## src/rtl/motoro3_pkg.sv

```systemverilog
// Shared definitions for the motoro3 step sequencer: FSM state encoding and
// the six-step commutation table (phase bit 0 = A, 1 = B, 2 = C).
package motoro3_pkg;

  localparam int unsigned PH_W   = 3;
  localparam int unsigned IDX_W  = 3;
  localparam int unsigned NSTEPS = 6;

  typedef enum logic [1:0] {
    ST_IDLE  = 2'd0,
    ST_ALIGN = 2'd1,
    ST_RAMP  = 2'd2,
    ST_RUN   = 2'd3
  } seq_state_e;

  // One commutation step: one-hot high-side and low-side phase selects.
  typedef struct packed {
    logic [PH_W-1:0] hi;
    logic [PH_W-1:0] lo;
  } comm_t;

  localparam comm_t COMM_TBL [NSTEPS] = '{
    '{hi: 3'b001, lo: 3'b010},   // 0: A high, B low
    '{hi: 3'b001, lo: 3'b100},   // 1: A high, C low
    '{hi: 3'b010, lo: 3'b100},   // 2: B high, C low
    '{hi: 3'b010, lo: 3'b001},   // 3: B high, A low
    '{hi: 3'b100, lo: 3'b001},   // 4: C high, A low
    '{hi: 3'b100, lo: 3'b010}    // 5: C high, B low
  };

  // Table lookup; illegal indices 6/7 select no phase at all.
  function automatic comm_t comm_lookup(input logic [IDX_W-1:0] idx);
    comm_lookup = '0;
    for (int i = 0; i < int'(NSTEPS); i++) begin
      if (idx == IDX_W'(i)) comm_lookup = COMM_TBL[i];
    end
  endfunction

endpackage

```

## src/rtl/motoro3_step_timer.sv

```systemverilog
// Step-period down-counter.
// Ports: clk/nRst (falling-edge clock, async active-low reset), enable_i (run
// request), state_i (sequencer state), step_len_i (period in clocks),
// cnt_o (current count), last1_o (combinational step-boundary strobe).
module motoro3_step_timer
  import motoro3_pkg::*;
#(
  parameter int unsigned CNT_W = 25
) (
  input  logic             clk,
  input  logic             nRst,
  input  logic             enable_i,
  input  seq_state_e       state_i,
  input  logic [CNT_W-1:0] step_len_i,
  output logic [CNT_W-1:0] cnt_o,
  output logic             last1_o
);

  logic [CNT_W-1:0] cnt_q, cnt_d;
  logic [CNT_W-1:0] reload;

  // Periods below two clocks would collapse the boundary strobe.
  assign reload = (step_len_i < CNT_W'(2)) ? CNT_W'(2) : step_len_i;

  // Next count: clear when stopped, load on IDLE exit, reload after the last clock.
  always_comb begin
    cnt_d = cnt_q;
    if (!enable_i) begin
      cnt_d = '0;
    end else if (state_i == ST_IDLE) begin
      cnt_d = reload;
    end else if (cnt_q == CNT_W'(1)) begin
      cnt_d = reload;
    end else begin
      cnt_d = cnt_q - CNT_W'(1);
    end
  end

  always_ff @(negedge clk or negedge nRst) begin
    if (!nRst) cnt_q <= '0;
    else       cnt_q <= cnt_d;
  end

  assign cnt_o   = cnt_q;
  assign last1_o = (cnt_q == CNT_W'(1)) && (state_i != ST_IDLE);

endmodule

```

## src/rtl/motoro3_step_sequencer.sv

```systemverilog
// Six-step BLDC commutation sequencer: IDLE -> ALIGN -> RAMP -> RUN.
// Ports: clk/nRst (falling-edge clock, async active-low reset); m3r_* run
// request, direction and step/ramp configuration; pwm chopping input;
// plLen/m3cnt/m3cntLast1 drive the PWM generator; stepIdx, mosHigh/mosLow
// gate selects (A/B/C) and seqState expose the sequencer state.
module motoro3_step_sequencer
  import motoro3_pkg::*;
#(
  parameter int unsigned CNT_W = 25,
  parameter int unsigned LEN_W = 16
) (
  input  logic             clk,
  input  logic             nRst,
  input  logic             m3r_enable,
  input  logic             m3r_dir,
  input  logic [CNT_W-1:0] m3r_stepLen,
  input  logic [LEN_W-1:0] m3r_plLenStart,
  input  logic [LEN_W-1:0] m3r_plLenTarget,
  input  logic [LEN_W-1:0] m3r_plLenInc,
  input  logic [3:0]       m3r_alignSteps,
  input  logic             pwm,
  output logic [LEN_W-1:0] plLen,
  output logic [CNT_W-1:0] m3cnt,
  output logic             m3cntLast1,
  output logic [2:0]       stepIdx,
  output logic [2:0]       mosHigh,
  output logic [2:0]       mosLow,
  output logic [1:0]       seqState
);

  seq_state_e       state_q, state_d;
  logic [LEN_W-1:0] pl_len_q, pl_len_d;
  logic [IDX_W-1:0] idx_q, idx_d;
  logic [3:0]       align_q, align_d;
  logic             boundary;
  logic [LEN_W:0]   ramp_sum;
  logic [IDX_W-1:0] idx_adv;
  comm_t            comm;

  motoro3_step_timer #(.CNT_W(CNT_W)) u_timer (
    .clk        (clk),
    .nRst       (nRst),
    .enable_i   (m3r_enable),
    .state_i    (state_q),
    .step_len_i (m3r_stepLen),
    .cnt_o      (m3cnt),
    .last1_o    (boundary)
  );

  // One extra bit so the ramp sum cannot wrap below the target.
  assign ramp_sum = {1'b0, pl_len_q} + {1'b0, m3r_plLenInc};

  // Mod-6 step advance in the requested direction.
  always_comb begin
    idx_adv = idx_q;
    if (!m3r_dir) idx_adv = (idx_q == IDX_W'(5)) ? '0 : idx_q + IDX_W'(1);
    else          idx_adv = (idx_q == '0) ? IDX_W'(5) : idx_q - IDX_W'(1);
  end

  // Next-state and register update logic.
  always_comb begin
    state_d  = state_q;
    pl_len_d = pl_len_q;
    idx_d    = idx_q;
    align_d  = align_q;
    if (!m3r_enable) begin
      state_d  = ST_IDLE;
      pl_len_d = '0;
      idx_d    = '0;
      align_d  = '0;
    end else begin
      unique case (state_q)
        ST_IDLE: begin
          state_d  = ST_ALIGN;
          pl_len_d = m3r_plLenStart;
          idx_d    = '0;
          align_d  = '0;
        end
        ST_ALIGN: begin
          if (boundary) begin
            if (align_q >= m3r_alignSteps) state_d = ST_RAMP;
            else                           align_d = align_q + 4'd1;
          end
        end
        ST_RAMP: begin
          if (boundary) begin
            idx_d = idx_adv;
            if (ramp_sum >= {1'b0, m3r_plLenTarget}) begin
              pl_len_d = m3r_plLenTarget;
              state_d  = ST_RUN;
            end else begin
              pl_len_d = ramp_sum[LEN_W-1:0];
            end
          end
        end
        ST_RUN: begin
          if (boundary) begin
            idx_d    = idx_adv;
            pl_len_d = m3r_plLenTarget;
          end
        end
        default: state_d = ST_IDLE;
      endcase
      // Recover from an illegal step index regardless of state.
      if (idx_q > IDX_W'(5)) idx_d = '0;
    end
  end

  always_ff @(negedge clk or negedge nRst) begin
    if (!nRst) begin
      state_q  <= ST_IDLE;
      pl_len_q <= '0;
      idx_q    <= '0;
      align_q  <= '0;
    end else begin
      state_q  <= state_d;
      pl_len_q <= pl_len_d;
      idx_q    <= idx_d;
      align_q  <= align_d;
    end
  end

  // Gate selects come straight from the table, so high and low never share a phase.
  assign comm       = comm_lookup(idx_q);
  assign mosLow     = (state_q == ST_IDLE) ? '0 : comm.lo;
  assign mosHigh    = (state_q == ST_IDLE) ? '0 : (comm.hi & {3{pwm}});
  assign plLen      = pl_len_q;
  assign stepIdx    = idx_q;
  assign m3cntLast1 = boundary;
  assign seqState   = state_q;

endmodule

```

## config.mk

```make
export PLATFORM = sky130hd
export DESIGN_NAME = motoro3_step_sequencer
export DESIGN_NICKNAME = d
export VERILOG_FILES = /design/src/rtl/motoro3_pkg.sv /design/src/rtl/motoro3_step_timer.sv /design/src/rtl/motoro3_step_sequencer.sv
export SDC_FILE = /design/constraint.sdc
export NUM_CORES = 1
export LEC_CHECK = 0
export CORE_MARGIN = 2
export CORE_UTILIZATION = 43
export DETAILED_ROUTE_END_ITERATION = 10
export MAX_ROUTING_LAYER = met4
export PLACE_DENSITY = 0.71
export SETUP_SLACK_MARGIN = 0.5
export SLEW_MARGIN = 30
export SYNTH_ARGS = -nofsm -noshare
export SYNTH_HDL_FRONTEND = slang
export SYNTH_HIERARCHICAL = 1
export SYNTH_SLANG_ARGS = --single-unit
export TNS_END_PERCENT = 1
```

## constraint.sdc

```tcl
create_clock -name clk -period 10.1 [get_ports clk]
set_clock_uncertainty 0.05 [all_clocks]
set_input_delay 3.03 -clock clk [delete_from_list [all_inputs] [get_ports clk]]
set_output_delay 3.03 -clock clk [all_outputs]
set_load 0.02 [all_outputs]
```

==> results.toml <==
[hold_path]
min_from = "align_q[2]"
worstHoldPathType = "reg -> reg"

[global_route]
grt_overflow = 0
grt_max_degree = 51
grt_pass1_wl_um = 26300
antenna_found_initial = 0
grt_pass1_vias = 5302
grtUsageTotal = 0.295

[synth]
synth_seq_cells = 50
yosysTopAreaCell = "dfrtn_1"
synthMuxAreaShare = 0.0465
yosysSeqAreaShare = 0.275
netlist_area_sq_um = 4550
synth.area.top_cells = "dfrtn_1, ha_1, xnor2_1"
syn_inst = 523
async_reset_ff_frac = 1.00
synth_compound_area_frac = 0.248
synth_edf_count = 0
synth_top_family_by_area = "compound AO/OA/AOI/OAI gates"
synth_cell_types = 65
synthFlopType = "dfrtn_1"
yosysWarnings = 6
synth_simple_gate_area_frac = 0.175
netlist.area_leader.share = 0.275
syn_nets = 651
synthAdderAreaFrac = 0.128
avgSynthCellArea_sq_um = 8.70
synth-xor-area-share = 0.0654

[layout]
final_area_sq_um = 7550
nets = 900
mostFrequentLayoutCell = "buf_4"
diodes = 0
multiInputGateArea_sq_um = 3480
final_cell_mix = "buf_4, clkdlybuf4s50_1, dfrtn_1"
seqCellArea_sq_um = 1250
num-fill-cells = 755
area_delta_synth_final_pct = 65.9
drive_gt1_frac = 0.288

[setup_path]
r2r-start = "plLen[0]"
cpMostUsedCell = "buf_12"
startpoint = "m3r_plLenInc[12]"
crit_required_ns = 5.15
path_cells = "clkdlybuf4s15_1 > ha_4 > buf_4 > a21oi_1 > o21ai_2 > o41a_1 > nor2_2 > xnor2_2 > ha_1 > a21o_1 > a211oi_2 > nand2_1 > a211oi_4 > buf_6 > buf_12 > buf_12 > mux2i_2 > o22ai_2"
end_kind = "register"
max_stage_delay_ns = 0.45
cpMaxStageDelayCell = "o41a_1"
start_kind = "input pin"
crit_arrival_ns = 6.56
setup.worst_path.class = "in -> reg"
cp_max_fo = 5

[clock_network]
cts_tree = "done"
ctsHoldBuffers = 0
cts.clk_slew.worst_paths_ns = 0.07
cts_made_buffers = 5
clk_latency_ns = 0.32
cts.path.max_buffers = 2
cts_root_buf = "clkbuf_8"
h-tree-depth = 2
cts_sinks = 50

[timing]
tightest_slew_ns = 0.834
setup_tns_ns = -22.57
slew_violations = 0
rsz0062_at_grt = "yes"
holdWs_ns = 0.494
fin_ws_ns = -1.40
finalSetupViolations = 18
hold_viol_final = 0
max-slew-margin-rel = 0.444

[die]
start_util = 0.441
die-area_sq_um = 11400
rows = 37
coreArea_sq_um = 10300
die_w_um = 107
io_pins = 135
die_h_um = 107

[place]
io_buffers = 134
placedInstanceArea_sq_um = 6810
place_ws_ns = -1.94
hpwl_um = 12100
gp_congestion = 0.945

[power_and_ir_drop]
seqPwrFrac = 0.159
ir_drop_uv = 185
p_total_uw = 2090
p_sw_uw = 924
internal_power_uw = 1160
power_density_nw_per_um2 = 276
p_leak_uw = 0.00366
power_frac_comb = 0.780
power.clock.fraction = 0.061
switching_share = 0.443

[drt]
finalWirelength_um = 17300
vias = 5270
wl_per_cell_um = 19.0
drt_iter0_markers = 298
drtPass1Iterations = 5
antenna_left = 0
drc = 0
post_drt_via_cell_ratio = 5.80

[status]
status = "finished, violations left"
failed_checks = "negative setup slack"

[run]
cap_violations = 0
-- sequential cells by signal, summed over array words and instances (netlist names) --
register / flops
stepIdx: 3
plLen: 16
u_timer/cnt_o: 25
align_q: 4
seqState: 2
-- synthesized netlist by cell type (5+ instances only) --
| cell | instances |
|---|---|
| a211oi_1 | 6 |
| a21oi_1 | 22 |
| a221o_1 | 8 |
| a221oi_1 | 8 |
| clkbuf_1 | 16 |
| dfrtn_1 | 50 |
| ha_1 | 45 |
| inv_1 | 37 |
| mux2i_1 | 20 |
| nand2_1 | 22 |
| nand2b_1 | 8 |
| nand3_1 | 14 |
| nand4_1 | 7 |
| nor2_1 | 32 |
| nor3_1 | 12 |
| nor4_1 | 15 |
| o211ai_1 | 9 |
| o21ai_0 | 44 |
| o21ai_1 | 5 |
| o22ai_1 | 11 |
| o2bb2ai_1 | 20 |
| or3_1 | 6 |
| xnor2_1 | 26 |
| xor2_1 | 8 |
-- final timing paths --
check,endpoint,slack [ns],cells past startpoint
hold / removal,align_q[2],0.49,2
setup / recovery,plLen[8],-1.40,18
min in group asynchronous,plLen[4],7.72,2
hold reg to reg,align_q[2],0.49,2
max in group asynchronous,plLen[14],1.78,2
setup reg to reg,plLen[8],6.00,20
-- stage by stage --
step                cells   util
floorplan             523      -
global placement      881  0.660
detailed placement    881  0.660
CTS                   903  0.702
global route          908  0.732
finish                908  0.732
-- power groups by stage --
stage | clock (uW) | sequential (uW) | combinational, uW
floorplan | 0 | 412 | 662
global placement | 0 | 320 | 1330
detailed placement | 0 | 324 | 1350
CTS | 128 | 330 | 1520
global route | 136 | 339 | 1730
finish | 128 | 331 | 1630
-- per-layer routing --
metal  track usage  wire, um  vias up
met5             -         0        -
met4        0.0733       284        0
met3        0.0426      1230       31
met2         0.486      8420      246
met1         0.386      7330     2524
li1              -         -     2469
-- worst max-delay path, delay by kind of cell --
kind	cells	cell delay [ns]
compound gates	7	1.61
xor+xnor	1	0.13
fa+ha+maj	2	0.51
buf+inv	5	0.72
mux	1	0.27
simple gates	2	0.27
-- repair_timing --
action / in CTS / in global routing
pin swaps: 48 / 44
setup buffers: 14 / 5
resized for setup: 130 / 72
gates cloned: 1 / 0
setup endpoints to repair: 67 / 64
-- cells by family (layout without fill, tap and decap cells) --
family,count (synthesis),in the layout
xor gates and xnor gates,34,34
buffers and inverters,62,311
and+or+nand+nor,146,146
DFF,50,50
AOI/OAI and AO/OA,164,164
adders and majority gates,46,46
muxes,21,21
-- area by class of cell --
class,count,area share
multi-input combinational,411,0.461
timing repair buffer,267,0.322
sequential,50,0.166
inverter,37,0.0184
clock inverter,2,0.00182
tap,136,0.0225
clock buffer,5,0.00911
Note: power is estimated with default switching activity, not from simulation.
